### config.mk
export PLATFORM = sky130hd
export DESIGN_NAME = ct_ct_mod_add
export DESIGN_NICKNAME = d
export VERILOG_FILES = /design/src/rtl/ct_ct_mod_add.sv
export SDC_FILE = /design/constraint.sdc
export NUM_CORES = 1
export LEC_CHECK = 0
export CORE_AREA = 8 8 294 296
export CTS_BUF_LIST = sky130_fd_sc_hd__clkbuf_16
export CTS_CLUSTER_SIZE = 8
export DETAILED_ROUTE_END_ITERATION = 12
export DIE_AREA = 0 0 302 304
export GPL_TIMING_DRIVEN = 1
export SETUP_SLACK_MARGIN = 0.15
export SLEW_MARGIN = 25
export SYNTH_ARGS = -nofsm -noshare
export SYNTH_HDL_FRONTEND = slang
export SYNTH_SLANG_ARGS = --single-unit
### constraint.sdc
create_clock -name clk -period 4.3 [get_ports clk]
set_input_delay 0.43 -clock clk [delete_from_list [all_inputs] [get_ports clk]]
set_output_delay 0.43 -clock clk [all_outputs]
set_load 0.02 [all_outputs]
### src/rtl/ct_ct_mod_add.sv
// ct_ct_mod_add: registered ciphertext + ciphertext adder, modulo QP.
//
// Each ciphertext holds two N-slot coefficient vectors (A, B). Every slot is
// reduced by its own add/compare/subtract lane, so there are 2N lanes working
// in parallel. The result is registered, which gives a latency of one cycle
// and a throughput of one pair per cycle.
//
// Ports
//   clk        rising-edge clock
//   rst        synchronous, active-high reset (clears out_valid and out_ct)
//   in_valid   operand pair on in_ct1/in_ct2 is to be accepted this edge
//   in_ct1     first ciphertext  (CT_t: A[0..N-1], B[0..N-1], W bits each)
//   in_ct2     second ciphertext (same layout)
//   out_valid  registered copy of in_valid
//   out_ct     sum ciphertext; holds its value when in_valid is low

package ct_types_pkg;
    localparam int N_SLOTS_L = 8;
    localparam int W_BITS_L  = 16;

    typedef logic [N_SLOTS_L-1:0][W_BITS_L-1:0] vec_t;

    typedef struct packed {
        vec_t A;
        vec_t B;
    } CT_t;
endpackage

// One slot: a single conditional subtract. This is exact when both operands
// are in [0, QP-1]. Operands outside that range get the same treatment and
// are neither reduced further nor flagged.
module ct_mod_add_lane #(
    parameter int          W  = 16,
    parameter int unsigned QP = 16'd7710
) (
    input  logic [W-1:0] a,
    input  logic [W-1:0] b,
    output logic [W-1:0] sum
);
    localparam logic [W:0] QP_X = (W+1)'(QP);

    // The sum is kept W+1 bits wide so that a carry out of bit W-1 still
    // takes part in the compare against QP.
    logic [W:0] s;
    logic       ge;

    assign s   = {1'b0, a} + {1'b0, b};
    assign ge  = (s >= QP_X);
    assign sum = W'(ge ? (s - QP_X) : s);
endmodule

module ct_ct_mod_add
    import ct_types_pkg::*;
#(
    // N and W size the lane array. They must match the CT_t layout in
    // ct_types_pkg.
    parameter int          N  = N_SLOTS_L,
    parameter int          W  = W_BITS_L,
    parameter int unsigned QP = 16'd7710
) (
    input  logic clk,
    input  logic rst,
    input  logic in_valid,
    input  CT_t  in_ct1,
    input  CT_t  in_ct2,
    output logic out_valid,
    output CT_t  out_ct
);
    logic [N-1:0][W-1:0] sum_a;
    logic [N-1:0][W-1:0] sum_b;
    CT_t                 sum_ct;

    for (genvar i = 0; i < N; i++) begin : g_slot
        ct_mod_add_lane #(.W(W), .QP(QP)) u_lane_a (
            .a   (in_ct1.A[i]),
            .b   (in_ct2.A[i]),
            .sum (sum_a[i])
        );
        ct_mod_add_lane #(.W(W), .QP(QP)) u_lane_b (
            .a   (in_ct1.B[i]),
            .b   (in_ct2.B[i]),
            .sum (sum_b[i])
        );
    end

    always_comb begin
        sum_ct   = '0;
        sum_ct.A = sum_a;
        sum_ct.B = sum_b;
    end

    // Reset takes priority and discards any pair presented in the same cycle.
    // The data register loads only on accepted pairs, so the last result
    // stays visible while out_valid is low.
    always_ff @(posedge clk) begin
        if (rst) begin
            out_valid <= 1'b0;
            out_ct    <= '0;
        end else begin
            out_valid <= in_valid;
            if (in_valid) begin
                out_ct <= sum_ct;
            end
        end
    end
endmodule

======== Word-level counts from Yosys, hierarchy flattened ========
Index checks and enable logic that the tools add are counted.
storage, ports and cells
  flip-flop bits (word level) ............. 257
  input port bits ......................... 515
  output and inout port bits .............. 257
  logic and storage cells ................. 81
cells by class
  add/subtract/negate cells ............... 32
  magnitude comparators ................... 16
  mux-type cells .......................... 16
operators by type and width
  operator                                                                                number
  16-bit by 16-bit adder with 17-bit output                                               16
  17-bit by 13-bit greater-or-equal comparator with 1-bit output (second input constant)  16
  16-bit two-way mux                                                                      16
  16-bit by 13-bit subtractor with 16-bit output (second input constant)                  16

======== Depth between registers and ports, before layout ========
  depth after elaboration ................. 3
  mapped depth ............................ 13
  depth with buffers taken out ............ 11

======== Modules after synthesis ========
Synthesis repeated with hierarchy kept, for this count alone.
unflattened totals
  cells, all modules ...................... 3557
  area, all modules ....................... 30734.5 µm²
modules (own cells, without submodules)
  module                                    instances  cells each  area an instance (µm²)  seq. area each (µm²)
  ct_mod_add_lane (g_slot[1].u_lane_a ...)  12         171         1352.5                  0.0
  ct_ct_mod_add                             1          828         9223.8                  5144.9
  ct_mod_add_lane (g_slot[0].u_lane_a ...)  3          169         1351.3                  0.0
  ct_mod_add_lane (g_slot[0].u_lane_b)      1          170         1226.2                  0.0

======== Worst setup path before layout ========
No wires, ideal clock.
  kind .................................... in2reg
  from .................................... input port in_ct1[144] (netlist name)
  to ...................................... register out_ct[159] (netlist name)
  setup time .............................. 0.060 ns
  arrival time ............................ 3.394 ns
  required time ........................... 4.240 ns
  path slack .............................. 0.846 ns
  stages on the path ...................... 12
  buffers on the path ..................... 1
  path through ............................ ha_1 -> fa_1 -> a211oi_1 -> o21ai_1 -> nand3_1 -> mux2_2 -> a2111oi_4 -> nand4_1 -> buf_2 -> o41ai_2 -> or4b_1 -> nand2_1
between the ends
  cells in the longest elaborated chain, start to end .. 3
  elaborated cells on any way between the ends .. 4
  classes of those cells .................. add/sub: 2; order compare: 1; mux: 1
ends and longest elaborated chain
  element                                                                                                                                  line    source
  from (decl)                                                                                                                              64      input CT_t in_ct1,
  16-bit by 16-bit adder with 17-bit output *                                                                                              47      assign s = {1'b0, a} + {1'b0, b};
  16-bit by 13-bit subtractor with 16-bit output / 17-bit by 13-bit greater-or-equal comparator with 1-bit output (equally long branches)  49, 48
  16-bit two-way mux *                                                                                                                     49      assign sum = W'(ge ? (s - QP_X) : s);
  to (signal assigned)                                                                                                                     102     out_ct <= sum_ct;
  to (decl)                                                                                                                                67      output CT_t out_ct
Mark *: on every way between the ends. The rest lies on a longest branch, timed or not.
A chain may end at the register's enable or synchronous reset.

======== Worst setup path in the final report ========
  from .................................... input port in_ct1[0] (netlist name)
  to ...................................... register out_ct[6] (netlist name)
The elaborated chain is that of the path after synthesis.

==> flow_summary_export.csv <==
group,metric,value,unit
floorplanning,die_w,302,um
worst_setup_path,path_cells,"clkdlybuf4s50_1 -> ha_1 -> fa_1 -> a21oi_1 -> o21ai_0 -> a221oi_1 -> a311oi_1 -> nor4_1 -> o31a_1 -> o21a_2 -> nor4_1 -> or3_1",
worst_setup_path,critPathArrivalTime,4.23,ns
clock_tree,clk_pin_slew,0.05,ns
outcome,status,"completed",
timing,setup_viol,0,
worst_setup_path,start_kind,"input port",
synthesis,synth_compound_area_frac,0.316,
synthesis,yosys_warnings,0,
synthesis,yosys.area_share.simple,0.238,
synthesis,synth_edf_count,0,
synthesis,synth-main-ff-cell,"dfxtp_1",
clock_tree,cts_htree_levels,2,
drt,viasPerCell,5.72,
drt,wirelength,117,mm
timing,drv_slew,0,
cells_and_area,register_area,5140,um2
global_routing,grt_overflow,0,
synthesis,synth_area_leaders,"dfxtp_1, ha_1, xnor2_1, nor2_1, a21oi_1",
synthesis,synth_area,28300,um2
clock_tree,clock-sinks,257,
synthesis,ys_ff_latch,257,
worst_setup_path,path_class,"input port to flop",
floorplanning,start_util,0.347,
synthesis,muxShareOfSynthArea,0.0190,
drt,drt_iter0_drc,1876,
floorplanning,ios,772,
global_routing,grt_pass1_vias,30000,
drt,drc,0,
clock_tree,cts_root_buf,"clkbuf_16",
worst_setup_path,reg2regPathDepth,4,
worst_setup_path,regToRegSetupSlack,3.28,ns
synthesis,ys_seq_area_frac,0.182,
synthesis,yosysUniqueCellTypes,116,
synthesis,synth_fa_ha_area_frac,0.132,
worst_setup_path,worst_setup_path_end_kind,"flop",
timing,whs,0.159,ns
clock_tree,tritoncts,"done",
timing,relSlewSlack,0.381,
synthesis,synth_top_family_by_area,"compound AO/OA/AOI/OAI gates",
power,p_per_area,322,nW/um2
min_path,min_to,"out_ct[131]$_SDFFE_PP0P_",
placed_design,dp_hpwl,94.6,mm
cells_and_area,fillers,8156,
global_routing,grt_pass1_wl,177,mm
cells_and_area,nNetsFinal,5187,
drt,ant_nets,0,
synthesis,synth_xor_xnor_area_share,0.0783,
timing,finalClockSkew,0,ns
synthesis,syn_nets,4430,
placed_design,port_buffers,771,
global_routing,grt_max_degree,133,
synthesis,yosysMostFrequentCell,"nor2_1",
power,ir_drop,0.214,mV
global_routing,antenna_found_initial,30,
worst_setup_path,r2r_start,"out_ct[143]$_SDFFE_PP0P_",
run,maxCapViolCount,0,
worst_setup_path,slowest_stage,"nor4_1",
timing,period_share,0.885,
floorplanning,core,81600,um2
drt,wl_per_cell,21.4,um
global_routing,grt_usage,0.239,
cells_and_area,areaGrowthSynthToFinish,36.5,%
synthesis,syn_area_per_cell,7.80,um2
clock_tree,cts_buffers,40,
synthesis,synth_top_area_frac,0.182,
timing,fmax,263,MHz
synthesis,yosysTopAreaCell,"dfxtp_1",
cells_and_area,drive_above_1_share,0.0602,
timing,setup_tns,0,ns
min_path,hold_depth,2,
cells_and_area,multiInputGateArea,22200,um2
worst_setup_path,timing.critical_path.mode_cell,"nor4_1",
timing,rsz0062_at_grt,"no",
clock_tree,clockBufferDepth,3,
clock_tree,insertion_delay,0.54,ns
synthesis,synth_common_cells,"nor2_1, nand2_1, ha_1, dfxtp_1, a21oi_1",
floorplanning,rows,105,
clock_tree,cts_resized,0,
timing,min_period,3.80,ns
timing,worst_slew_pin_slew,0.929,ns
min_path,worstHoldStart,"rst",
worst_setup_path,path_max_fanout,16,
drt,first_pass_iters,5,
floorplanning,die_area,91800,um2
min_path,hp-class,"input port to flop",
drt,num_vias,31400,
synthesis,synth_cells,3627,
worst_setup_path,startpoint,"in_ct1[0]",
worst_setup_path,r2r-end,"out_ct[143]$_SDFFE_PP0P_",
timing,hold_viol_final,0,
clock_tree,cts.hold.buffers_added,0,
clock_tree,post_cts_buffers,0,
synthesis,async_flop_share,0,
worst_setup_path,cp.required,4.73,ns
placed_design,globalplace.congestion,0.939,
floorplanning,dieHeight,304,um
worst_setup_path,worst_path_largest_cell_delay,0.69,ns
power,p_leak,15.3,nW
[per-stage QoR]
step	utilization	setup WS [ns]	cells	total power, mW	cell area, um2
4_1_cts	0.473	0.616	5473	12.5	38600
3_5_place_dp	0.459	0.0403	5412	9.52	37500
3_3_place_gp	0.459	0.150	5412	9.50	37500
6_report	0.473	0.495	5485	12.4	38600
2_1_floorplan	-	0.846	3627	6.97	28300
5_1_grt	0.473	0.269	5484	13.2	38600
[logic make-up after synthesis]
kind of cell    Yosys count
simple gates           1299
compound gates         1235
fa+ha+maj               288
flops                   257
xor+xnor                253
buf+inv                 242
mux                      53
[sequential cells by signal (all words and copies together), names as in the netlist]
signal and cells:
out_valid 1, out_ct 256
[report_power, final]
group | switching (mW) | leakage, nW | internal (mW) | total, mW
Sequential | 0.236 | 2.13 | 2.74 | 2.98
Combinational | 3.66 | 12.6 | 2.90 | 6.55
Clock | 1.22 | 0.591 | 1.69 | 2.91
Total | 5.11 | 15.3 | 7.33 | 12.4
[cells in the final DEF (no fill, tap or decap), types with 48 or more instances in the layout]
| master | instances |
|---|---|
| clkdlybuf4s50_1 | 769 |
| nor2_1 | 316 |
| nand2_1 | 290 |
| ha_1 | 272 |
| dfxtp_1 | 257 |
| a21oi_1 | 221 |
| o21ai_0 | 212 |
| xnor2_1 | 160 |
| nand3_1 | 143 |
| inv_1 | 103 |
| a21o_1 | 100 |
| xor2_1 | 93 |
| buf_4 | 89 |
| nor3_1 | 87 |
| a211oi_1 | 72 |
| o211ai_1 | 58 |
| and3_1 | 56 |
| nand4_1 | 49 |
| mux2i_1 | 48 |
[critical path: cells and delay by family]
| family | cells | cell delay (ns) |
|---|---|---|
| AND/OR/NAND/NOR | 3 | 1.15 |
| buffers and inverters | 1 | 0.47 |
| AO/OA/AOI/OAI | 6 | 1.44 |
| adder cells (fa/ha/maj) | 2 | 0.73 |
[final cells by class]
cell class,count,area share
Multi-Input combinational cell,3128,0.574
Timing Repair Buffer,865,0.220
Sequential cell,257,0.133
Tap cell,1070,0.0347
Clock buffer,41,0.0266
Inverter,92,0.00901
Clock inverter,20,0.00220
Antenna cell,12,0.000778
[worst max path at each step]
| stage | to | slack [ns] | cells past startpoint |
|---|---|---|---|
| 2_1_floorplan | out_ct[159]$_SDFFE_PP0P_ | 0.85 | 12 |
| 3_3_place_gp | out_ct[6]$_SDFFE_PP0P_ | 0.15 | 12 |
| 3_5_place_dp | out_ct[6]$_SDFFE_PP0P_ | 0.04 | 12 |
| 4_1_cts | out_ct[6]$_SDFFE_PP0P_ | 0.62 | 12 |
| 5_1_grt | out_ct[6]$_SDFFE_PP0P_ | 0.27 | 12 |
| 6_report | out_ct[6]$_SDFFE_PP0P_ | 0.50 | 12 |
[per-layer routing]
layer  part of all wire  wire length, um  vias to the layer above  GRT usage
met4              0.029             3360                       34     0.0707
met2               0.48            56800                      945      0.420
li1                   -                -                    15500          -
met3              0.075             8850                      183     0.0663
met1               0.41            48100                    14700      0.281
met5             0.0019              222                        -          0
Power figures use the tool's default switching activity.
